[config.mk]
export PLATFORM = sky130hd
export DESIGN_NAME = decode_issue_stage_flat
export DESIGN_NICKNAME = d
export VERILOG_FILES = /design/src/rtl/rv_decode_pkg.sv /design/src/rtl/decode_issue_stage_if.sv /design/src/rtl/imm_gen.sv /design/src/rtl/decode_issue_stage.sv /design/src/flat_wrapper.sv
export SDC_FILE = /design/constraint.sdc
export NUM_CORES = 1
export LEC_CHECK = 0
export CORE_AREA = 2 2 174 125
export DETAILED_ROUTE_END_ITERATION = 12
export DIE_AREA = 0 0 176 127
export PLACE_DENSITY = 0.86
export SLEW_MARGIN = 20
export SYNTH_ARGS = -nofsm -noshare
export SYNTH_HDL_FRONTEND = slang
export SYNTH_SLANG_ARGS = --single-unit
[constraint.sdc]
create_clock -name clk -period 5.32 [get_ports clk]
set_clock_uncertainty 0.1 [all_clocks]
set_input_delay 1.064 -clock clk [delete_from_list [all_inputs] [get_ports clk]]
set_output_delay 1.064 -clock clk [all_outputs]
set_load 0.005 [all_outputs]
[src/rtl/rv_decode_pkg.sv]
// rtl/rv_decode_pkg.sv - RV32I opcode constants, immediate formats and decode defaults
package rv_decode_pkg;

  localparam int XLEN_DEF  = 32;
  localparam int NREGS_DEF = 32;

  localparam logic [6:0] OPC_OP     = 7'b0110011;
  localparam logic [6:0] OPC_OPIMM  = 7'b0010011;
  localparam logic [6:0] OPC_LOAD   = 7'b0000011;
  localparam logic [6:0] OPC_STORE  = 7'b0100011;
  localparam logic [6:0] OPC_BRANCH = 7'b1100011;
  localparam logic [6:0] OPC_LUI    = 7'b0110111;
  localparam logic [6:0] OPC_AUIPC  = 7'b0010111;
  localparam logic [6:0] OPC_JAL    = 7'b1101111;
  localparam logic [6:0] OPC_JALR   = 7'b1100111;

  // IMM_X marks an opcode outside the base set
  typedef enum logic [2:0] {IMM_R, IMM_I, IMM_S, IMM_B, IMM_U, IMM_J, IMM_X} imm_type_e;

  function automatic imm_type_e imm_type_of(input logic [6:0] opcode);
    case (opcode)
      OPC_OP:                       return IMM_R;
      OPC_OPIMM, OPC_LOAD, OPC_JALR: return IMM_I;
      OPC_STORE:                    return IMM_S;
      OPC_BRANCH:                   return IMM_B;
      OPC_LUI, OPC_AUIPC:           return IMM_U;
      OPC_JAL:                      return IMM_J;
      default:                      return IMM_X;
    endcase
  endfunction

endpackage

[src/rtl/decode_issue_stage_if.sv]
// rtl/decode_issue_stage_if.sv - fetch-side and ID/EX-side handshakes of the decode/issue stage
interface decode_issue_stage_if
  import rv_decode_pkg::*;
#(
  parameter int XLEN = XLEN_DEF,
  parameter int RAW  = $clog2(NREGS_DEF)
);
  logic            in_valid;
  logic            in_ready;
  logic [31:0]     in_instr;
  logic [XLEN-1:0] in_pc;

  logic            out_valid;
  logic            out_ready;
  logic [XLEN-1:0] out_pc;
  logic [XLEN-1:0] out_rs1_val;
  logic [XLEN-1:0] out_rs2_val;
  logic [XLEN-1:0] out_imm;
  logic [RAW-1:0]  out_rd;
  logic [6:0]      out_opcode;
  logic [2:0]      out_funct3;
  logic            out_funct7b5;
  logic            out_writes_rd;
  logic            out_illegal;

  modport master (
    output in_valid, in_instr, in_pc, out_ready,
    input  in_ready, out_valid, out_pc, out_rs1_val, out_rs2_val, out_imm, out_rd,
           out_opcode, out_funct3, out_funct7b5, out_writes_rd, out_illegal
  );

  modport slave (
    input  in_valid, in_instr, in_pc, out_ready,
    output in_ready, out_valid, out_pc, out_rs1_val, out_rs2_val, out_imm, out_rd,
           out_opcode, out_funct3, out_funct7b5, out_writes_rd, out_illegal
  );
endinterface

[src/rtl/imm_gen.sv]
// rtl/imm_gen.sv - classifies the instruction format and builds the sign-extended immediate
module imm_gen
  import rv_decode_pkg::*;
#(
  parameter int XLEN = XLEN_DEF
) (
  input  logic [31:0]     instr_i,
  output logic [XLEN-1:0] imm_o,
  output imm_type_e       type_o
);
  logic [31:0] imm32;

  always_comb begin
    type_o = imm_type_of(instr_i[6:0]);
    imm32  = '0;
    case (type_o)
      IMM_I:   imm32 = {{20{instr_i[31]}}, instr_i[31:20]};
      IMM_S:   imm32 = {{20{instr_i[31]}}, instr_i[31:25], instr_i[11:7]};
      IMM_B:   imm32 = {{19{instr_i[31]}}, instr_i[31], instr_i[7], instr_i[30:25], instr_i[11:8], 1'b0};
      IMM_U:   imm32 = {instr_i[31:12], 12'b0};
      IMM_J:   imm32 = {{11{instr_i[31]}}, instr_i[31], instr_i[19:12], instr_i[20], instr_i[30:21], 1'b0};
      default: imm32 = '0;
    endcase
    imm_o = XLEN'($signed(imm32));
  end
endmodule

[src/rtl/decode_issue_stage.sv]
// rtl/decode_issue_stage.sv - RV32I decode/issue: operand fetch with writeback bypass,
// busy-scoreboard interlock and the ID/EX pipeline register
module decode_issue_stage
  import rv_decode_pkg::*;
#(
  parameter int XLEN  = XLEN_DEF,
  parameter int NREGS = NREGS_DEF,
  localparam int RAW  = $clog2(NREGS)
) (
  input  logic            clk,
  input  logic            rst,
  decode_issue_stage_if.slave bus,
  output logic [RAW-1:0]  rf_addr1,
  output logic [RAW-1:0]  rf_addr2,
  input  logic [XLEN-1:0] rf_data1,
  input  logic [XLEN-1:0] rf_data2,
  input  logic            wb_en,
  input  logic [RAW-1:0]  wb_addr,
  input  logic [XLEN-1:0] wb_data,
  input  logic            flush
);
  logic [31:0]     instr;
  logic [RAW-1:0]  rs1, rs2, rd;
  imm_type_e       itype;
  logic [XLEN-1:0] imm, rs1_val, rs2_val;
  logic            uses_rs1, uses_rs2, writes_rd, illegal, hazard, fire_in, fire_out;
  logic [NREGS-1:0] busy_q, busy_d, wb_mask, eff_busy;

  logic            out_valid_q, out_funct7b5_q, out_writes_rd_q, out_illegal_q;
  logic [XLEN-1:0] out_pc_q, out_rs1_q, out_rs2_q, out_imm_q;
  logic [RAW-1:0]  out_rd_q;
  logic [6:0]      out_opcode_q;
  logic [2:0]      out_funct3_q;

  assign instr    = bus.in_instr;
  assign rs1      = RAW'(instr[19:15]);
  assign rs2      = RAW'(instr[24:20]);
  assign rd       = RAW'(instr[11:7]);
  assign rf_addr1 = rs1;
  assign rf_addr2 = rs2;

  imm_gen #(.XLEN(XLEN)) u_imm_gen (.instr_i(instr), .imm_o(imm), .type_o(itype));

  assign uses_rs1  = itype inside {IMM_R, IMM_I, IMM_S, IMM_B};
  assign uses_rs2  = itype inside {IMM_R, IMM_S, IMM_B};
  assign illegal   = (itype == IMM_X);
  assign writes_rd = (itype inside {IMM_R, IMM_I, IMM_U, IMM_J}) && (rd != '0);

  // a register being written back this cycle is already readable through the bypass
  assign wb_mask  = wb_en ? (NREGS'(1) << wb_addr) : '0;
  assign eff_busy = busy_q & ~wb_mask;
  assign hazard   = (uses_rs1 & eff_busy[rs1]) | (uses_rs2 & eff_busy[rs2]) | (writes_rd & eff_busy[rd]);

  assign bus.in_ready = ~rst & ~flush & ~hazard & (~out_valid_q | bus.out_ready);
  assign fire_in      = bus.in_valid & bus.in_ready;
  assign fire_out     = out_valid_q & bus.out_ready;

  always_comb begin
    rs1_val = rf_data1;
    if (rs1 == '0) rs1_val = '0;
    else if (wb_en && wb_addr == rs1) rs1_val = wb_data;
    rs2_val = rf_data2;
    if (rs2 == '0) rs2_val = '0;
    else if (wb_en && wb_addr == rs2) rs2_val = wb_data;
  end

  // clears first so a same-cycle issue to the same register keeps it busy
  always_comb begin
    busy_d = busy_q & ~wb_mask;
    if (flush && out_valid_q && out_writes_rd_q && !fire_out) busy_d[out_rd_q] = 1'b0;
    if (fire_in && writes_rd) busy_d[rd] = 1'b1;
    busy_d[0] = 1'b0;
  end

  always_ff @(posedge clk) begin
    if (rst) begin
      busy_q          <= '0;
      out_valid_q     <= 1'b0;
      out_pc_q        <= '0;
      out_rs1_q       <= '0;
      out_rs2_q       <= '0;
      out_imm_q       <= '0;
      out_rd_q        <= '0;
      out_opcode_q    <= '0;
      out_funct3_q    <= '0;
      out_funct7b5_q  <= 1'b0;
      out_writes_rd_q <= 1'b0;
      out_illegal_q   <= 1'b0;
    end else begin
      busy_q <= busy_d;
      if (fire_in) begin
        out_valid_q     <= 1'b1;
        out_pc_q        <= bus.in_pc;
        out_rs1_q       <= rs1_val;
        out_rs2_q       <= rs2_val;
        out_imm_q       <= imm;
        out_rd_q        <= rd;
        out_opcode_q    <= instr[6:0];
        out_funct3_q    <= instr[14:12];
        out_funct7b5_q  <= instr[30];
        out_writes_rd_q <= writes_rd;
        out_illegal_q   <= illegal;
      end else if (flush || fire_out) begin
        out_valid_q <= 1'b0;
      end
    end
  end

  assign bus.out_valid     = out_valid_q;
  assign bus.out_pc        = out_pc_q;
  assign bus.out_rs1_val   = out_rs1_q;
  assign bus.out_rs2_val   = out_rs2_q;
  assign bus.out_imm       = out_imm_q;
  assign bus.out_rd        = out_rd_q;
  assign bus.out_opcode    = out_opcode_q;
  assign bus.out_funct3    = out_funct3_q;
  assign bus.out_funct7b5  = out_funct7b5_q;
  assign bus.out_writes_rd = out_writes_rd_q;
  assign bus.out_illegal   = out_illegal_q;
endmodule

[src/flat_wrapper.sv]
// flat-port wrapper written by rule: the top's interface ports become plain ports
module decode_issue_stage_flat import rv_decode_pkg::*;
#(
  parameter int XLEN  = XLEN_DEF,
  parameter int NREGS = NREGS_DEF,
  localparam int RAW  = $clog2(NREGS)
)
  (clk, rst, rf_addr1, rf_addr2, rf_data1, rf_data2, wb_en, wb_addr, wb_data, flush, bus_in_valid, bus_in_instr, bus_in_pc, bus_out_ready, bus_in_ready, bus_out_valid, bus_out_pc, bus_out_rs1_val, bus_out_rs2_val, bus_out_imm, bus_out_rd, bus_out_opcode, bus_out_funct3, bus_out_funct7b5, bus_out_writes_rd, bus_out_illegal);
  decode_issue_stage_if #(.XLEN(XLEN)) bus_i ();
  input  logic clk;
  input  logic rst;
  output logic [RAW-1:0] rf_addr1;
  output logic [RAW-1:0] rf_addr2;
  input  logic [XLEN-1:0] rf_data1;
  input  logic [XLEN-1:0] rf_data2;
  input  logic wb_en;
  input  logic [RAW-1:0] wb_addr;
  input  logic [XLEN-1:0] wb_data;
  input  logic flush;
  input wire logic [$bits(bus_i.in_valid)-1:0] bus_in_valid;
  input wire logic [$bits(bus_i.in_instr)-1:0] bus_in_instr;
  input wire logic [$bits(bus_i.in_pc)-1:0] bus_in_pc;
  input wire logic [$bits(bus_i.out_ready)-1:0] bus_out_ready;
  output wire logic [$bits(bus_i.in_ready)-1:0] bus_in_ready;
  output wire logic [$bits(bus_i.out_valid)-1:0] bus_out_valid;
  output wire logic [$bits(bus_i.out_pc)-1:0] bus_out_pc;
  output wire logic [$bits(bus_i.out_rs1_val)-1:0] bus_out_rs1_val;
  output wire logic [$bits(bus_i.out_rs2_val)-1:0] bus_out_rs2_val;
  output wire logic [$bits(bus_i.out_imm)-1:0] bus_out_imm;
  output wire logic [$bits(bus_i.out_rd)-1:0] bus_out_rd;
  output wire logic [$bits(bus_i.out_opcode)-1:0] bus_out_opcode;
  output wire logic [$bits(bus_i.out_funct3)-1:0] bus_out_funct3;
  output wire logic [$bits(bus_i.out_funct7b5)-1:0] bus_out_funct7b5;
  output wire logic [$bits(bus_i.out_writes_rd)-1:0] bus_out_writes_rd;
  output wire logic [$bits(bus_i.out_illegal)-1:0] bus_out_illegal;
  assign bus_i.in_valid = bus_in_valid;
  assign bus_i.in_instr = bus_in_instr;
  assign bus_i.in_pc = bus_in_pc;
  assign bus_i.out_ready = bus_out_ready;
  assign bus_in_ready = bus_i.in_ready;
  assign bus_out_valid = bus_i.out_valid;
  assign bus_out_pc = bus_i.out_pc;
  assign bus_out_rs1_val = bus_i.out_rs1_val;
  assign bus_out_rs2_val = bus_i.out_rs2_val;
  assign bus_out_imm = bus_i.out_imm;
  assign bus_out_rd = bus_i.out_rd;
  assign bus_out_opcode = bus_i.out_opcode;
  assign bus_out_funct3 = bus_i.out_funct3;
  assign bus_out_funct7b5 = bus_i.out_funct7b5;
  assign bus_out_writes_rd = bus_i.out_writes_rd;
  assign bus_out_illegal = bus_i.out_illegal;
  decode_issue_stage #(.XLEN(XLEN), .NREGS(NREGS)) u_core (.clk(clk), .rst(rst), .bus(bus_i), .rf_addr1(rf_addr1), .rf_addr2(rf_addr2), .rf_data1(rf_data1), .rf_data2(rf_data2), .wb_en(wb_en), .wb_addr(wb_addr), .wb_data(wb_data), .flush(flush));
endmodule
==> metrics <==
# setup viols final 0; startpoint types primary input; CTS root buf clkbuf_16; final WL 42220 µm; final RePlAce weighted congestion 0.9877; Synth top area share 0.3448; synthesized flop and latch total 178; Max Slew Vio Count 0; placed standard-cell area 14250 µm²; Worst-Margin Slew 937.0 ps; sequential share of the synthesized area 0.3448; Post-synth EDFFs 0; Synth warnings 0; CTS buffer count 17; final total power 3333 µW; Critical Path, Cell by Cell clkdlybuf4s50_1 -> nand3b_1 -> nor3_1 -> inv_1 -> ha_1 -> a21oi_2 -> o211ai_1 -> nor4_1 -> nand3_1 -> o211a_1 -> clkdlybuf4s50_1; Die X 176 µm; Clk network pwr share 0.400; Peak supply drop 0.1648 mV; Post-Synthesis Net Count 1325; buffer and inverter count on the worst path 3; Avg Synthesized Cell Area 8.962 µm²; Syn Inst Count 1153; max_cap viols 0; All-Layer GR Usage 0.3719; first-pass GRT wire length 63320 µm; worst reg-to-reg setup slack 1810 ps; power density cells 223.8 nW/µm²; post-layout min period 5205 ps; Synth Flop Type dfxtp_1; critical-path maximum fanout 5; drt drc 0; layout cell share with drive strength beyond 1 0.1498; Worst Path Required 4160 ps; Fill cells 1461; initial core utilization 0.5032; Worst slew margin 0.3744; Multi-input gate area 6223 µm²; WS Path Type primary input to output port; vias post-DR 10.55k; combinational share of power 0.180; Via-to-Cell Ratio 5.907; Slowest-stage cell, CP clkdlybuf4s50_1; Die ar. 22350 µm²; CTS tree yes; leak pwr 0.005788 µW; design area 14890 µm²; Peak Freq 192.1 MHz; Storage cell area 3563 µm²; commonest cells in the netlist dfxtp_1 (178), nor2b_1 (116), nor2_1 (114); ANT nets after route 0; Pint 2411 µW; port buffer count 328; gr ovfl total 0; Sw Ratio 0.2768; Worst path max stage delay 530 ps; CTS HTree Levels 4; drt pass-1 iters 5; largest net degree at the start of global routing 96; die height 127 µm; row count 44; NumNets Final 1668; most used cell, CP clkdlybuf4s50_1; Hold Violations, Final 0; Routed WL per cell 23.64 µm; outcome completed; Seq pwr share 0.420; asr flop ratio synth 0; IO Count 329; crit end category output port; clk buf depth 2; initial antenna violation count 1; vias in the first global route 10.46k; critical path data arrival time 4040 ps; Final period util 0.9785; Core ar. 20530 µm²; estimated wirelength of the detail-placed design 31920 µm; Clock transition at path regs 80 ps; Clock Latency Late Sink 440 ps; Net Sw Power 922.8 µW; kind of cell adding the most delay to the critical path buffers and inverters; largest area contributor in the synthesized netlist dfxtp_1; clk sinks 178; count leader, synth dfxtp_1; worst min-delay path class flip-flop to flip-flop; Worst Hold Slack 359.9 ps; mapped cell area 10330 µm²; P&R area growth vs syn 44.12%; Synth area leaders dfxtp_1 (34%), mux2i_1 (11%), nor2b_1 (7.0%); post-synth cell types 74; Initial DRC Count 1301
[worst paths after layout]
path	from	endpoint	cells after the start
setup / recovery	bus_in_instr[3]	bus_in_ready	11
hold / removal	u_core.bus.out_imm[21]	u_core.bus.out_imm[21]	2
setup reg to reg	u_core.busy_q[9]	u_core.bus.out_funct7b5	9
hold reg to reg	u_core.bus.out_imm[21]	u_core.bus.out_imm[21]	2
[metal layers]
| layer | GRT usage | vias to the layer above | part of all wire |
|---|---|---|---|
| met5 | 0 | - | 0 |
| met4 | 0.1235 | 0 | 0.027 |
| met3 | 0.09583 | 73 | 0.10 |
| met2 | 0.5662 | 597 | 0.44 |
| met1 | 0.5153 | 5095 | 0.43 |
| li1 | - | 4785 | - |
[worst min-delay path, cell delays in order (launching register included)]
cell and delay (ps):
dfxtp_1 310, nand2_1 50, mux2i_1 50
[sequential cells by signal (all words and copies together) (netlist names), 3 cells and up]
register	cells
u_core.bus.out_pc	32
u_core.bus.out_rs2_val	32
u_core.bus.out_opcode	7
u_core.busy_q	31
u_core.bus.out_funct3	3
u_core.bus.out_rd	5
u_core.bus.out_imm	32
u_core.bus.out_rs1_val	32
[repair_timing]
action                                  CTS  global route
resized for setup                         4             7
setup buffers                             0             2
endpoints found under the setup margin    1             1
pin swaps                                 0             0
hold buffers                              0             0
[placed cells by master, fill, tap and decap left out, types with 25 or more instances in the layout]
cell	instances
mux2_1	52
o41ai_1	25
o21ai_0	51
mux2i_1	112
nor2b_1	116
nor2_1	114
clkdlybuf4s50_1	323
buf_4	97
dfxtp_1	178
nand2_1	81
mux2_2	61
[metrics by stage]
step | instances | setup WS [ps] | utilization | TNS [ps]
final | 1786 | 114.5 | 0.7253 | 0
after global routing | 1785 | -3.586 | 0.7251 | -3.586
after CTS | 1783 | 28.75 | 0.7231 | 0
after detailed placement | 1751 | -121.8 | 0.6939 | -121.8
after global placement | 1751 | -12.21 | 0.6939 | -12.21
after floorplan | 1153 | 1064 | - | 0
[cell type report]
class / instances / area share
tap: 276 / 0.02319
clock inverter: 14 / 0.01159
timing repair buffer: 429 / 0.2753
clock buffer: 18 / 0.02882
sequential: 178 / 0.2393
inverter: 15 / 0.003781
antenna: 1 / 0.0001680
multi-input combinational: 855 / 0.4179
[power by group through the flow]
stage	combinational [µW]	sequential, µW	clock, µW
2_1_floorplan	253	1420	0
3_3_place_gp	582	1420	0
3_5_place_dp	589	1430	0
4_1_cts	592	1400	1340
5_1_grt	636	1400	1390
6_report	601	1400	1330
[kinds of logic (layout without fill, tap and decap cells)]
| kind of cell | after synthesis | after routing | share of synthesized area |
|---|---|---|---|
| muxes | 232 | 232 | 0.2469 |
| AOI/OAI and AO/OA | 175 | 175 | 0.1205 |
| adders and majority gates | 1 | 1 | 0.001211 |
| buffers and inverters | 120 | 476 | 0.05691 |
| and+or+nand+nor | 435 | 435 | 0.2195 |
| other | 0 | 1 | 0 |
| xor gates and xnor gates | 12 | 12 | 0.01017 |
| DFF | 178 | 178 | 0.3448 |
No activity file was read; power rests on OpenSTA's default activity.
